### src/rtl/param_readback_tx.sv
`default_nettype none
// ============================================================================
//  Module   : param_readback_tx
//  Purpose  : Snapshots the live pulse-parameter registers on request and
//             sends them to the host as one framed UART 8N1 packet:
//             header byte, 24 payload bytes (MSB byte first), 8-bit checksum.
//  Revision : 1.0  initial release
// ============================================================================
module param_readback_tx #(
  parameter int          CLKS_PER_BIT = 104,
  parameter logic [7:0]  HEADER       = 8'hA5
) (
  input  logic        clk,
  input  logic        reset,
  input  logic        send,
  input  logic [31:0] per,
  input  logic [15:0] p1wid,
  input  logic [15:0] del,
  input  logic [15:0] p2wid,
  input  logic [15:0] p1wid2,
  input  logic [15:0] del2,
  input  logic [15:0] p2wid2,
  input  logic [15:0] p1st2,
  input  logic [15:0] nut_d,
  input  logic [7:0]  nut_w,
  input  logic [6:0]  pr_att,
  input  logic [7:0]  p_bl,
  input  logic        cp,
  input  logic        bl,
  output logic        tx,
  output logic        busy,
  output logic        done
);

  localparam int                  c_BAUD_W       = (CLKS_PER_BIT > 1) ? $clog2(CLKS_PER_BIT) : 1;
  localparam logic [c_BAUD_W-1:0] c_BAUD_LAST    = c_BAUD_W'(CLKS_PER_BIT - 1);
  localparam logic [4:0]          c_LAST_PAYLOAD = 5'd24;
  localparam logic [4:0]          c_LAST_BYTE    = 5'd25;

  typedef enum logic [1:0] {
    S_IDLE  = 2'd0,
    S_START = 2'd1,
    S_DATA  = 2'd2,
    S_STOP  = 2'd3
  } state_t;

  state_t              r_state;
  logic [c_BAUD_W-1:0] r_baud;
  logic [4:0]          r_byte_idx;
  logic [2:0]          r_bit_idx;
  logic [7:0]          r_byte;
  logic [7:0]          r_csum;
  logic [191:0]        r_shadow;
  logic                r_tx;
  logic                r_busy;
  logic                r_done;

  // Payload image in transmit order; the first byte to go out sits in the top bits.
  logic [191:0] w_snapshot;
  logic         w_baud_end;
  logic [2:0]   w_bit_next;
  logic [7:0]   w_next_payload;

  assign w_snapshot     = {per, p1wid, del, p2wid, p1wid2, del2, p2wid2, p1st2,
                           nut_d, nut_w, 1'b0, pr_att, p_bl, 6'b0, cp, bl};
  assign w_baud_end     = (r_baud == c_BAUD_LAST);
  assign w_bit_next     = r_bit_idx + 3'd1;
  assign w_next_payload = r_shadow[191:184];

  // Packet sequencer: snapshot, serialise bytes back to back, accumulate checksum.
  always_ff @(posedge clk) begin
    if (reset) begin
      r_state    <= S_IDLE;
      r_baud     <= '0;
      r_byte_idx <= '0;
      r_bit_idx  <= '0;
      r_byte     <= '0;
      r_csum     <= '0;
      r_shadow   <= '0;
      r_tx       <= 1'b1;
      r_busy     <= 1'b0;
      r_done     <= 1'b0;
    end else begin
      r_done <= 1'b0;
      case (r_state)
        S_IDLE: begin
          r_tx <= 1'b1;
          if (send) begin
            r_shadow   <= w_snapshot;
            r_byte     <= HEADER;
            r_csum     <= '0;
            r_byte_idx <= '0;
            r_bit_idx  <= '0;
            r_baud     <= '0;
            r_tx       <= 1'b0;
            r_busy     <= 1'b1;
            r_state    <= S_START;
          end
        end
        S_START: begin
          if (w_baud_end) begin
            r_baud    <= '0;
            r_bit_idx <= '0;
            r_tx      <= r_byte[0];
            r_state   <= S_DATA;
          end else begin
            r_baud <= r_baud + 1'b1;
          end
        end
        S_DATA: begin
          if (w_baud_end) begin
            r_baud <= '0;
            if (r_bit_idx == 3'd7) begin
              r_tx    <= 1'b1;
              r_state <= S_STOP;
            end else begin
              r_bit_idx <= w_bit_next;
              r_tx      <= r_byte[w_bit_next];
            end
          end else begin
            r_baud <= r_baud + 1'b1;
          end
        end
        S_STOP: begin
          if (w_baud_end) begin
            r_baud <= '0;
            if (r_byte_idx == c_LAST_BYTE) begin
              // Busy drops on this edge, so a send seen here is not accepted.
              r_byte_idx <= '0;
              r_busy     <= 1'b0;
              r_done     <= 1'b1;
              r_state    <= S_IDLE;
            end else begin
              r_byte_idx <= r_byte_idx + 5'd1;
              r_tx       <= 1'b0;
              r_state    <= S_START;
              if (r_byte_idx == c_LAST_PAYLOAD) begin
                // All 24 payload bytes were summed as they were loaded.
                r_byte <= r_csum;
              end else begin
                r_byte   <= w_next_payload;
                r_shadow <= {r_shadow[183:0], 8'h00};
                r_csum   <= r_csum + w_next_payload;
              end
            end
          end else begin
            r_baud <= r_baud + 1'b1;
          end
        end
        default: begin
          r_state <= S_IDLE;
          r_tx    <= 1'b1;
          r_busy  <= 1'b0;
        end
      endcase
    end
  end

  assign tx   = r_tx;
  assign busy = r_busy;
  assign done = r_done;

endmodule
`default_nettype wire

### config.mk
export PLATFORM = sky130hd
export DESIGN_NAME = param_readback_tx
export DESIGN_NICKNAME = d
export VERILOG_FILES = /design/src/rtl/param_readback_tx.sv
export SDC_FILE = /design/constraint.sdc
export NUM_CORES = 1
export LEC_CHECK = 0
export BUFFER_PORTS_ARGS = -buffer_cell sky130_fd_sc_hd__buf_4
export CORE_MARGIN = 3
export CORE_UTILIZATION = 45
export DETAILED_ROUTE_END_ITERATION = 12
export GPL_ROUTABILITY_DRIVEN = 0
export PLACE_DENSITY = 0.67
export SETUP_SLACK_MARGIN = 0.15
export SLEW_MARGIN = 25
export SYNTH_ARGS = -nofsm -noshare
export SYNTH_HDL_FRONTEND = slang
export SYNTH_SLANG_ARGS = --single-unit
### constraint.sdc
create_clock -name clk -period 2.1 [get_ports clk]
set_input_delay 0.21 -clock clk [delete_from_list [all_inputs] [get_ports clk]]
set_output_delay 0.21 -clock clk [all_outputs]
set_load 0.01 [all_outputs]
## Word-level counts from Yosys, hierarchy flattened

Cells that the tools add are included.

- Bits in registers: 228
- Output and inout bits: 3

- Bitwise logic cells: 2
- Reduce and logical (&&, ||, !) cells: 12
- $add $sub $neg: 4
- Multiplexer cells: 48
- $lt $le $gt $ge: 1
- Eq/ne operators: 16

Operator list:

| operator | count |
|---|---|
| $mux W192 | 4 |
| $pmux W192 S2 | 1 |
| $mux W8 | 8 |
| $pmux W8 S2 | 2 |
| $ne A2 B2 Y1 const B | 9 |
| $mux W5 | 3 |
| $reduce_and A5 Y1 | 3 |
| $mux W7 | 2 |
| $pmux W7 S2 | 1 |
| $mux W1 | 12 |
| $mux W3 | 4 |
| $reduce_and A4 Y1 | 3 |
| $eq A5 B5 Y1 const B | 2 |
| $mux W2 | 5 |
| $pmux W5 S2 | 1 |
| $pmux W3 S3 | 1 |
| $add A8 B8 Y8 | 1 |
| $pmux W2 S4 | 1 |
| $add A7 B1 Y7 const B | 1 |
| $eq A7 B7 Y1 const B | 1 |
| $reduce_or A3 Y1 | 2 |
| $add A5 B1 Y5 const B | 1 |
| $eq A2 B2 Y1 const B | 2 |
| $lt A3 B4 Y1 const B | 1 |
| other kinds (11) | 12 |

## Depth between registers and ports, before layout

Gate-level depths: netlist of run 1.

- Depth in word-level cells: 6
- Depth in mapped cells: 11
- Depth with buffers taken out: 7

## Worst setup path after synthesis of run 1

Ideal clock, no wire load.

- Path kind: register -> register
- Start point: reg r_state[1]
- End point: reg r_csum[3]
- Setup slack: -121 ps
- Cell stages (with the launch flop): 12
- Arrival time: 2,089 ps
- Library setup time: 132 ps
- Cells stage by stage: dfxtp_1 inv_1 ha_1 buf_4 mux2i_2 nor2_2 a41o_1 buf_6 buf_6 buf_6 nand3_1 a21oi_1

- Cells in the longest elaborated chain, start to end: 3

RTL lines:

| element | line | source |
|---|---|---|
| start, declared | 47 | `state_t r_state;` |
| start signal, assigned | 73 | `r_state <= S_IDLE;` |
| start signal, assigned | 97 | `r_state <= S_START;` |
| start signal, assigned | 105 | `r_state <= S_DATA;` |
| $eq A2 B2 Y1 / $logic_not A2 Y1 (equally long branches) | 85 | `case (r_state)` |
| $ne A2 B2 Y1 (no source line) / $reduce_bool A2 Y1 (equally long branches) | -- |  |
| $reduce_and A5 Y1 (no source line) | -- |  |
| end signal, assigned | 143 | `r_csum <= r_csum + w_next_payload;` |
| end, declared | 52 | `logic [7:0] r_csum;` |

Parallel ways exist; a longest one is shown, timed or not.
A chain may end at the register's enable or synchronous reset.

## Final worst setup path of run 1

- Start point: reg r_state[1]
- End point: reg r_csum[1]

The elaborated chain is that of the path after synthesis.

==> results of run 1 <==
## report_power, final
part / internal [W] / leakage, nW / switching, W / total [W]
Combinational: 0.00418 / 3.13 / 0.00436 / 0.00854
Clock: 0.00270 / 0.409 / 0.00173 / 0.00443
Sequential: 0.00549 / 1.84 / 0.000846 / 0.00633
## metrics by stage
step	utilization	cells	hold slack, ns	cell area (um^2)
6_report	0.6074	1620	0.05814	14810
5_1_grt	0.6074	1620	0.06124	14810
4_1_cts	0.5807	1600	0.03703	14160
3_5_place_dp	0.5371	1540	0.4460	13100
3_3_place_gp	0.5371	1540	0.4414	13100
2_1_floorplan	-	1077	0.3708	11260
## worst register-to-register path: stages (launching register included)
cell and delay [ns]:
dfxtp_4 0.37, inv_4 0.07, ha_4 0.15, mux2i_4 0.28, inv_2 0.07, a41o_4 0.32, buf_6 0.14, clkbuf_16 0.15
buf_4 0.14, nand3_1 0.07, a21oi_1 0.06
## layout make-up
type	instances	area (um^2)
inverters	9	38.79
flip-flops and latches	222	4457
repair buffers	267	2550
clock buffers	34	699.4
fillers	2089	9577
multi-input cells	752	6526
diodes	1	2.502
well taps	324	405.4
clock inverters	11	135.1
## cells in the final DEF (no fill, tap or decap), types with 17 or more instances in the layout
cell | Yosys | layout
clkbuf_16 | 0 | 34
a21oi_1 | 30 | 30
nor2_2 | 1 | 97
buf_4 | 1 | 222
a211oi_2 | 177 | 178
mux2i_1 | 186 | 186
dfxtp_1 | 222 | 216
nand2_1 | 17 | 17
nor2_1 | 208 | 108
## registers in the layout, indices dropped and copies added, names as in the netlist
| name | count |
|---|---|
| tx | 1 |
| r_byte_idx | 5 |
| busy | 1 |
| r_bit_idx | 3 |
| r_baud | 7 |
| r_state | 2 |
| r_csum | 8 |
| r_byte | 8 |
| done | 1 |
| r_shadow | 186 |
## metal layers
metal	global-route usage	part of all wire
met5	0	0
met4	0.05113	0.022
met3	0.05453	0.064
met2	0.3002	0.46
met1	0.2614	0.45
## worst paths after layout
| kind | start | end | slack [ns] | cells past startpoint |
|---|---|---|---|---|
| max | r_state[1] | r_csum[1] | 0.14 | 10 |
| min | send | r_baud[1] | 0.06 | 3 |
| max reg2reg | r_state[1] | r_csum[1] | 0.14 | 10 |
| min reg2reg | r_byte[6] | r_byte[6] | 0.45 | 2 |
## cell families (layout without fill, tap and decap cells)
logic type                 count (synthesis)  in the layout  share of synthesized area
AOI/OAI and AO/OA                        257            257                     0.2450
muxes                                    193            193                     0.1747
buffers and inverters                    103            321                    0.05145
DFF                                      222            222                     0.3973
adders and majority gates                 19             19                    0.02192
other                                      0              1                          0
and+or+nand+nor                          274            274                     0.1026
xor gates and xnor gates                   9              9                   0.007047
## repair_timing
action,CTS,global route
gates cloned,2,11
endpoints found under the setup margin,161,167
pin swaps,2,4
hold buffers,8,0
hold endpoints to repair,8,0
resized for setup,9,126
buffers inserted,5,8
==> results.md, run 1 <==
- Outcome: complete, no violations
- Sequential area share after synthesis: 0.3973
- Final wirelength: 28.08 mm
- Most frequent cells after synthesis: dfxtp_1, nor2_1, mux2i_1, a211oi_2, clkbuf_1
- DR vias/cell: 5.338
- Detail Route Antenna Nets: 0
- Initial DRC count: 390
- DRC: 0
- Seq cells post-synth: 222
- Die footprint: 26780 um^2
- Max Transition Viols Final: 0
- RSZ-0062 raised after global routing: yes
- Critical path endpoint category: flip-flop
- Crit path time final: 1.964 ns
- Area leader, netlist: dfxtp_1
- Top-level port count: 191
- DRT Pass-1 Iters: 4
- Nets: 1484
- Synth top area share: 0.3973
- Post-synth cell types: 50
- DPL Wire Length: 18.14 mm
- Cell area after synthesis: 11190 um^2
- Hold WC Path Type: input port to flip-flop
- WP data arrival: 2.33 ns
- PnR Total Power: 0.01930 W
- GRT Total Usage: 0.1922
- Die X-Extent: 163.7 um
- Area Growth Syn to Fin: 32.44%
- Worst path max stage delay: 0.37 ns
- Dominant cells by area after synthesis: dfxtp_1, a211oi_2, mux2i_1
- # port buffers: 190
- Dpl ws: 0.03114 ns
- Vias: 8648
- Pwr dens: 1303 nW/um^2
- Vias in the first global route: 8331
- CP max stage cell: dfxtp_4
- Most common cell in the netlist: dfxtp_1
- Clock skew: 0.01026 ns
- Syn Nets: 1284
- Sink Count: 222
- CP max FO: 7
- Worst Path Required: 2.46 ns
- Share of layout cells above drive strength 1: 0.4680
- Root buffer cell: clkbuf_16
- H-tree levels: 1
- Leakage: 5.380 nW
- Startpoint Class: flip-flop
- Die Height: 163.7 um
- Mapped Cells: 1077
- Crit path max-delay family: buffers and inverters
- Avg Inst Size Synth: 10.39 um^2
- First-pass GRT wire length: 42.54 mm
- Fmax: 509.1 MHz
- Largest net degree at the start of global routing: 86
- FP Rows: 57
- Final Worst Setup Slack: 0.1359 ns
- Final setup fails: 0
- Clock slew at reported path FFs: 0.06 ns
- Clock tree buffer depth: 3
- Fin. Hold Viols: 0
- Gr ovfl total: 0
- VDD IR max: 704.9 uV
- Crit-path cells: inv_4 > ha_4 > mux2i_4 > inv_2 > a41o_4 > buf_6 > clkbuf_16 > buf_4 > nand3_1 > a21oi_1
- Final worst path period share: 0.9353
- Least-Margin Pin Slew: 0.6962 ns
- Asr flop ratio synth: 0
- Setup TNS: 0 ns
- EDFF count, synth: 0
- Synthesis warning total: 0
- Initial antenna violation count: 1
- Initial Util: 0.4586
- TritonCTS clock tree: yes
- Most used DFF post-synth: dfxtp_1
- Worst-Skew Late Latency: 0.51 ns
- Buf+Inv Stages, Crit Path: 5
- Max Cap Viol: 0
- CP Class: flip-flop to flip-flop
- Inserted Clock Buffers: 25
- DR WL/cell: 17.33 um
- Core box area: 24390 um^2
- Max_slew headroom: 0.5359
No activity file was read; power rests on OpenSTA's default activity.
==> run 2: changes to the inputs <==
--- a/config.mk
+++ b/config.mk
@@ -7,10 +7,10 @@
 export LEC_CHECK = 0
 export BUFFER_PORTS_ARGS = -buffer_cell sky130_fd_sc_hd__buf_4
 export CORE_MARGIN = 3
-export CORE_UTILIZATION = 45
+export CORE_UTILIZATION = 51
 export DETAILED_ROUTE_END_ITERATION = 12
 export GPL_ROUTABILITY_DRIVEN = 0
-export PLACE_DENSITY = 0.67
+export PLACE_DENSITY = 0.74
 export SETUP_SLACK_MARGIN = 0.15
 export SLEW_MARGIN = 25
 export SYNTH_ARGS = -nofsm -noshare
==> run 2 against run 1 <==
Against the previous run:
- worst hold slack lost 0.028 ns
- sequential power grew 2%
- critical path type unchanged
- die area shrank 11%
- wire length grew 6.2%
- power grew 4.3%
- worst setup slack lost 0.065 ns
- cell area grew 1.8%
- clock skew shrank 0.0029 ns
- clock-buffer cell count grew 2
- critical path depth shrank 1
- largest cell class unchanged
- critical endpoint is now r_shadow[94]
==> results.md, run 2 (synthesis results as in run 1) <==
- Startpoint Class: flip-flop
- Most common cell after layout, fill and taps aside: dfxtp_1
- Clock slew at reported path FFs: 0.06 ns (about the same)
- Clock tree buffer depth: 3 (unchanged)
- CP Class: flip-flop to flip-flop
- Final wirelength: 29.83 mm (+6.2%)
- H-tree levels: 1 (unchanged)
- Fmax: 492.9 MHz (-3.2%)
- Largest regs: r_shadow x186, r_byte x8, r_csum x8
- DR vias/cell: 5.680 (+6.4%)
- Clock share of power: 0.214 (-0.015)
- VDD IR max: 854.3 uV (+21%)
- Net Sw Frac: 0.3696 (+0.009996)
- Met3 usage: 0.05601 (+0.001482)
- Worst Path Required: 2.48 ns (+0.02 ns)
- Global Route met2 Usage: 0.3536 (+0.05339)
- Top-level port count: 191 (unchanged)
- DRT Pass-1 Iters: 4 (unchanged)
- Most Crowded Layer GR: met2
- Final worst path period share: 0.9661 (+0.03080)
- Core box area: 21290 um^2 (-13%)
- Outcome: complete, no violations
- Reg2reg start: r_state[0]
- Die footprint: 23750 um^2 (-11%)
- Share of layout cells above drive strength 1: 0.4969 (+0.02896)
- Worst-Skew Late Latency: 0.51 ns (about the same)
- Least-Margin Pin Slew: 0.5382 ns (-0.1580 ns)
- Initial DRC count: 494 (+27%)
- Reg power frac: 0.321 (-0.007)
- Max FFs per register: 186 (unchanged)
- Hold WC Path Type: input port to flip-flop
- Gr ovfl total: 0 (unchanged)
- Hold Path Sink: r_baud[1]
- First-pass GRT wire length: 42.71 mm (+0.41%)
- Worst Hold Path Cells: 3 (unchanged)
- Final setup fails: 0 (unchanged)
- # port buffers: 190 (unchanged)
- TritonCTS clock tree: yes
- Inserted Clock Buffers: 24 (-4.0%)
- DPL Wire Length: 17.40 mm (-4.1%)
- R2r setup slk: 0.07 ns (-0.06 ns)
- WP data arrival: 2.41 ns (+0.08 ns)
- P_int: 0.01268 W (+2.6%)
- FP Rows: 53 (-7.0%)
- Pwr dens: 1334 nW/um^2 (+2.4%)
- Max Cap Viol: 0 (unchanged)
- Max Transition Viols Final: 0 (unchanged)
- Crit. Startpoint: r_state[0]
- Most frequent cells in the layout: dfxtp_1, buf_4, mux2i_1, a211oi_2, nor2_2
- RSZ-0062 raised after global routing: yes
- Initial antenna violation count: 1 (unchanged)
- DR WL/cell: 18.99 um (+9.6%)
- Cell area after layout: 15080 um^2 (+1.8%)
- Vias in the first global route: 8511 (+2.2%)
- Root buffer cell: clkbuf_16
- Combinational share of power: 0.465 (+0.023)
- Die Height: 154.1 um (-5.8%)
- Crit path time final: 2.029 ns (+0.06468 ns)
- Placed cell areas: 12970 um^2 (-0.96%)
- P_sw: 0.007435 W (+7.2%)
- Setup TNS: 0 ns (unchanged)
- ANT cells: 0 (-1)
- Fin. Hold Viols: 0 (unchanged)
- Max_slew headroom: 0.6412 (+0.1053)
- Nets: 1485 (+0.067%)
- Sink Count: 222 (unchanged)
- Detail Route Antenna Nets: 0 (unchanged)
- Clock skew: 0.007330 ns (-0.002932 ns)
- Worst R2R End: r_shadow[94]
- Area Growth Syn to Fin: 34.83%
- GRT Total Usage: 0.2126 (+0.02040)
- Vias: 8923 (+3.2%)
- FF-to-FF path depth: 9 (-1)
- Initial Util: 0.5255 (+0.06688)
- Largest net degree at the start of global routing: 72 (-16%)
- CP max FO: 15 (+8)
- Leakage: 5.466 nW (+1.6%)
- Met1 Resource Use GR: 0.2820 (+0.02060)
- Die X-Extent: 154.1 um (-5.8%)
- Critical path endpoint category: flip-flop
- HP Start: send
- DRC: 0 (unchanged)
- Reg with most FFs: r_shadow
==> run 2: changes by cell type in the layout (fill, tap and decap cells not counted), sizes merged <==
cell	change
buf	-4
clkinv	-1
clkbuf	+8
diode	-1
clkinvlp	-2
==> run 2: worst max-delay path by stage <==
stage	to	slack [ns]
finish	r_shadow[94]	0.07
detailed placement	r_shadow[176]	-0.05
global placement	r_shadow[76]	0.03
CTS	r_shadow[142]	0.1
floorplan	r_csum[3]	0.10
global route	r_shadow[142]	0.03
==> run 2: timing repair <==
item                                    CTS  global route
pin swaps                                 1             5
endpoints found under the hold margin     8             0
gates cloned                              3            21
hold buffers                              8             0
resized for setup                        54           142
endpoints found under the setup margin  167           195
setup buffers                             4             7
==> run 2: worst max-delay path: stages, from the launching register on <==
cell and delay, ns:
dfxtp_4 0.37, inv_6 0.06, ha_4 0.15, mux2i_4 0.29, inv_2 0.07, a41o_4 0.36
buf_12 0.18, clkbuf_16 0.20, nor2_2 0.13, a211oi_2 0.07
==> run 2: per-layer routing <==
layer,up-vias,routed length (um)
met2,209,14520
met4,2,453
li1,4344,-
met5,-,19
met1,4331,13050
met3,37,1793
==> run 2: final cells by class <==
cell class / count / area (um^2)
timing repair buffer: 269 / 2704
multi-input combinational: 752 / 6734
fill: 1500 / 6205
inverter: 9 / 41.29
clock buffer: 36 / 686.9
clock inverter: 8 / 115.1
tap: 275 / 344.1
sequential: 222 / 4457
==> run 2: metrics by stage <==
| step | power, W | std cells | setup slack [ns] | hold WS, ns | util |
|---|---|---|---|---|---|
| 6_report | 0.02012 | 1571 | 0.07119 | 0.02987 | 0.7085 |
| 2_1_floorplan | 0.01175 | 1077 | 0.1048 | 0.3708 | - |
| 3_3_place_gp | 0.01287 | 1484 | 0.03404 | 0.4397 | 0.6095 |
| 4_1_cts | 0.01808 | 1543 | 0.09958 | 0.01774 | 0.6635 |
| 5_1_grt | 0.02121 | 1571 | 0.02608 | 0.04488 | 0.7085 |
| 3_5_place_dp | 0.01310 | 1484 | -0.04908 | 0.4440 | 0.6095 |
==> run 2: power by group through the flow <==
stage	clock network, W	registers [W]	logic [W]
4_1_cts	0.00437	0.00624	0.00746
6_report	0.00431	0.00645	0.00936
3_3_place_gp	0	0.00625	0.00662
5_1_grt	0.00454	0.00658	0.0101
2_1_floorplan	0	0.00605	0.00571
3_5_place_dp	0	0.00628	0.00682
